===== src/rtl/half_adder_gate_unit.sv =====
// Registered WIDTH-lane AND / XOR / half-add / ripple-add unit built from AND and XOR gate cells,
// with a single-entry valid/ready output register.

module hagu_and_cell #(
    parameter int unsigned WIDTH = 1
) (
    input  logic [WIDTH-1:0] x_i,
    input  logic [WIDTH-1:0] y_i,
    output logic [WIDTH-1:0] z_o
);
    assign z_o = x_i & y_i;
endmodule

module hagu_xor_cell #(
    parameter int unsigned WIDTH = 1
) (
    input  logic [WIDTH-1:0] x_i,
    input  logic [WIDTH-1:0] y_i,
    output logic [WIDTH-1:0] z_o
);
    assign z_o = x_i ^ y_i;
endmodule

module hagu_half_adder (
    input  logic a_i,
    input  logic b_i,
    output logic s_o,
    output logic c_o
);
    hagu_xor_cell #(.WIDTH(1)) u_xor (.x_i(a_i), .y_i(b_i), .z_o(s_o));
    hagu_and_cell #(.WIDTH(1)) u_and (.x_i(a_i), .y_i(b_i), .z_o(c_o));
endmodule

module half_adder_gate_unit #(
    parameter int unsigned WIDTH = 4
) (
    input  logic             clk,
    input  logic             rst,
    input  logic             in_valid,
    output logic             in_ready,
    input  logic [WIDTH-1:0] a,
    input  logic [WIDTH-1:0] b,
    input  logic [1:0]       op,
    output logic             out_valid,
    input  logic             out_ready,
    output logic [WIDTH-1:0] sum,
    output logic [WIDTH-1:0] carry,
    output logic             carry_out
);
    typedef enum logic [1:0] {
        OP_AND  = 2'b00,
        OP_XOR  = 2'b01,
        OP_HADD = 2'b10,
        OP_ADD  = 2'b11
    } op_e;

    logic [WIDTH-1:0] and_v, xor_v, add_s, add_c;
    logic [WIDTH:0]   chain;
    logic [WIDTH-1:0] sum_d, carry_d, sum_q, carry_q;
    logic             cout_d, cout_q, valid_q, accept;

    hagu_and_cell #(.WIDTH(WIDTH)) u_and (.x_i(a), .y_i(b), .z_o(and_v));
    hagu_xor_cell #(.WIDTH(WIDTH)) u_xor (.x_i(a), .y_i(b), .z_o(xor_v));

    // chain[i] is the carry into lane i; each lane is two chained half adders
    assign chain[0] = 1'b0;

    for (genvar i = 0; i < WIDTH; i++) begin : g_lane
        logic s1, c1, c2;
        hagu_half_adder u_ha1 (.a_i(a[i]), .b_i(b[i]),     .s_o(s1),       .c_o(c1));
        hagu_half_adder u_ha2 (.a_i(s1),   .b_i(chain[i]), .s_o(add_s[i]), .c_o(c2));
        assign chain[i+1] = c1 | c2;
        assign add_c[i]   = chain[i+1];
    end

    always_comb begin
        sum_d   = '0;
        carry_d = '0;
        cout_d  = 1'b0;
        case (op_e'(op))
            OP_AND:  sum_d = and_v;
            OP_XOR:  sum_d = xor_v;
            OP_HADD: begin
                sum_d   = xor_v;
                carry_d = and_v;
            end
            OP_ADD: begin
                sum_d   = add_s;
                carry_d = add_c;
                cout_d  = chain[WIDTH];
            end
            default: ;
        endcase
    end

    assign in_ready = !valid_q || out_ready;
    assign accept   = in_valid && in_ready;

    always_ff @(posedge clk) begin
        if (rst) begin
            valid_q <= 1'b0;
            sum_q   <= '0;
            carry_q <= '0;
            cout_q  <= 1'b0;
        end else if (accept) begin
            valid_q <= 1'b1;
            sum_q   <= sum_d;
            carry_q <= carry_d;
            cout_q  <= cout_d;
        end else if (out_ready) begin
            valid_q <= 1'b0;
        end
    end

    assign out_valid = valid_q;
    assign sum       = sum_q;
    assign carry     = carry_q;
    assign carry_out = cout_q;
endmodule


===== config.mk =====
export PLATFORM = sky130hd
export DESIGN_NAME = half_adder_gate_unit
export DESIGN_NICKNAME = d
export VERILOG_FILES = /design/src/rtl/half_adder_gate_unit.sv
export SDC_FILE = /design/constraint.sdc
export NUM_CORES = 1
export LEC_CHECK = 0
export ABC_CLOCK_PERIOD_IN_PS = 7100
export CAP_MARGIN = 10
export CORE_MARGIN = 2
export CORE_UTILIZATION = 50
export DETAILED_ROUTE_END_ITERATION = 8
export DONT_BUFFER_PORTS = 1
export PLACE_DENSITY = 0.64
export SLEW_MARGIN = 20
export SYNTH_ARGS = -nofsm -noshare
export SYNTH_HDL_FRONTEND = slang
export SYNTH_SLANG_ARGS = --single-unit
export TNS_END_PERCENT = 100

===== constraint.sdc =====
create_clock -name clk -period 7.1 [get_ports clk]
set_input_delay 1.065 -clock clk [delete_from_list [all_inputs] [get_ports clk]]
set_output_delay 1.065 -clock clk [all_outputs]
set_load 0.005 [all_outputs]

==> flow_summary.ini <==
[critical_path]
critical_path_class = in -> reg
crit_path_start = a[0]
cp_common_cell = fa_1
crit_chain = ha_1 > inv_1 > fa_1 > inv_1 > fa_1 > fa_1 > a221o_2 > o2111ai_1 > a21oi_1
cpMaxStageDelayCell = fa_1
start_kind = input port
r2r-start = out_valid
cp-end-kind = flip-flop
cp.arrival_ns = 2.97
cp_slowest_stage_delay_ns = 0.44
crit_fanout = 3
worstPathRequired_ns = 7.25

[clock_network]
cts_buffer_depth = 2
path_clk_slew_ns = 0.06
cts_max_level = 1
clk_latency_ns = 0.26
cts_tree = yes
cts_buffers = 3
hold_buffers = 0
post_cts_buffers = 0
numClockSinks = 10
cts-root-buf = clkbuf_4
post_cts_resized = 0

[sta]
finalHoldViolCount = 0
timing.final.ws_setup_ns = 4.28
finalSetupViolations = 0
fmax_ghz = 0.354
rsz0062_at_grt = no
slew_viol_final = 0
tightest_slew_ns = 0.303
setup_tns_ns = 0
fin_worst_skew_ns = 0.00225
max_slew_margin = 0.798
period_share = 0.398
fin_crit_ns = 2.82

[logic_synthesis]
synth.avg_cell_area_um2 = 9.52
syn_inst = 69
yosys_register_bits = 10
synth_fp_nets = 93
yosysSeqAreaShare = 0.305
yosysWarnings = 0
ys_types = 22
synth_area_um2 = 657

[route]
dr.pass1.iters = 3
drcViolationCount = 0
drt_iter0_drc = 6
routed_wl_um = 1260
wl_per_cell_um = 14.9
antenna_left = 0
routed_via_density = 5.94
vias = 499

[pwr]
power_density_nw_per_um2 = 199
leakagePower_uw = 0.000288
ir_worst_vdd_uv = 176

[cells_and_area]
nFillCells = 123
antennaDiodeCount = 0
final_layout_size_suffix_gt1_frac = 0.116
fin_nets = 94
syn2layout_area_growth_pct = 3.62

[placed_design]
dpl.hpwl_um = 1000
finalWeightedCongestion = 0.779
numPortBuffers = 0
place_ws_ns = 4.00

[global_routing]
grt_max_degree = 12
track_usage = 0.171
antenna_found_initial = 0
overflow = 0
grt_pass1_wl_um = 1800
first_global_vias = 463

[worst_hold_path]
hp-start = carry[0]
hold_class = reg -> reg

[floorplanning]
placementRows = 13
die_x_um = 40.2
io_pins = 25
die_h_um = 40.2
die-area_um2 = 1620
initial_utilization = 0.518
design.core.area_um2 = 1270

[run]
drv_cap = 0

[outcome]
outcome = finished clean
==> where the power goes <==
group          leakage [uW]  total (uW)  switching, uW  internal (uW)
Clock             0.0000210        50.0           18.8           31.1
Combinational      0.000184        23.3           12.5           10.8
Sequential        0.0000822        62.3           2.48           59.9
Total              0.000288         136           33.8            102
==> cells in the mapped netlist <==
master	instances	share of area
nor2_2	1	0.0095
o211a_1	1	0.015
nor2b_4	1	0.021
a21oi_1	8	0.061
nand4_1	1	0.0095
nand2_1	1	0.0057
o2111ai_1	5	0.067
o21ai_0	5	0.038
buf_6	2	0.034
a221oi_1	1	0.013
o32ai_1	1	0.013
inv_1	11	0.063
inv_2	1	0.0057
buf_2	1	0.0076
a221o_2	1	0.017
dfxtp_1	10	0.30
ha_1	7	0.13
a211oi_1	3	0.034
clkbuf_1	1	0.0057
a221o_1	1	0.015
a22oi_1	3	0.034
fa_1	3	0.091
==> critical path, delay by kind of cell <==
family / cells / cell delay, ns
compound gates: 3 / 0.56
fa+ha+maj: 4 / 1.20
buf+inv: 2 / 0.13
==> layer usage <==
| layer | GRT usage | vias up | share of wire |
|---|---|---|---|
| met3 | 0.100 | 0 | 0.076 |
| met1 | 0.229 | 230 | 0.47 |
| met5 | 0 | - | 0 |
| li1 | - | 253 | - |
| met2 | 0.254 | 16 | 0.46 |
| met4 | 0 | 0 | 0 |
==> cell type report <==
class                           instances  area (um^2)  area share
Sequential cell                        10          200       0.294
Inverter                               12         45.0      0.0662
Multi-Input combinational cell         43          380       0.559
Tap cell                               15         18.8      0.0276
Clock buffer                            4         36.3      0.0533
==> final timing paths <==
check | endpoint | slack, ns | cells past startpoint
max | sum[3] | 4.28 | 9
max reg2reg | carry[1] | 6.04 | 4
min reg2reg | carry[0] | 0.49 | 2
min | carry[0] | 0.49 | 2
==> metrics by stage <==
stage	utilization	instances	total power (uW)	area [um^2]	hold WS (ns)
5_1_grt	0.536	84	143	681	0.517
3_3_place_gp	0.508	80	86.7	644	0.474
4_1_cts	0.536	84	137	681	0.493
6_report	0.536	84	136	681	0.488
2_1_floorplan	-	69	84.4	657	0.466
3_5_place_dp	0.508	80	87.0	644	0.484
==> placed cells by master, fill, tap and decap left out <==
cell type,netlist,layout
clkbuf_8,0,1
o21ai_0,5,5
nand4_1,1,1
a22oi_1,3,3
nor2b_4,1,1
o2111ai_1,5,5
clkbuf_4,0,3
fa_1,3,3
a211oi_1,3,3
a21oi_1,8,8
a221o_1,1,1
inv_2,1,1
o211a_1,1,1
inv_1,11,11
ha_1,7,7
a221oi_1,1,1
o32ai_1,1,1
dfxtp_1,10,10
nor2_2,1,1
a221o_2,1,1
nand2_1,1,1
==> flip-flops by register name, indices dropped and copies added, names as in the netlist <==
signal     flops
carry          4
carry_out      1
out_valid      1
sum            4
==> logic make-up (layout without fill, tap and decap cells) <==
logic type,count (synthesis),count (layout),synth area share
and+or+nand+nor,4,4,0.0457
buffers and inverters,16,16,0.116
adders and majority gates,10,10,0.225
DFF,10,10,0.305
AOI/OAI and AO/OA,29,29,0.309
No activity file was read; power rests on OpenSTA's default activity.
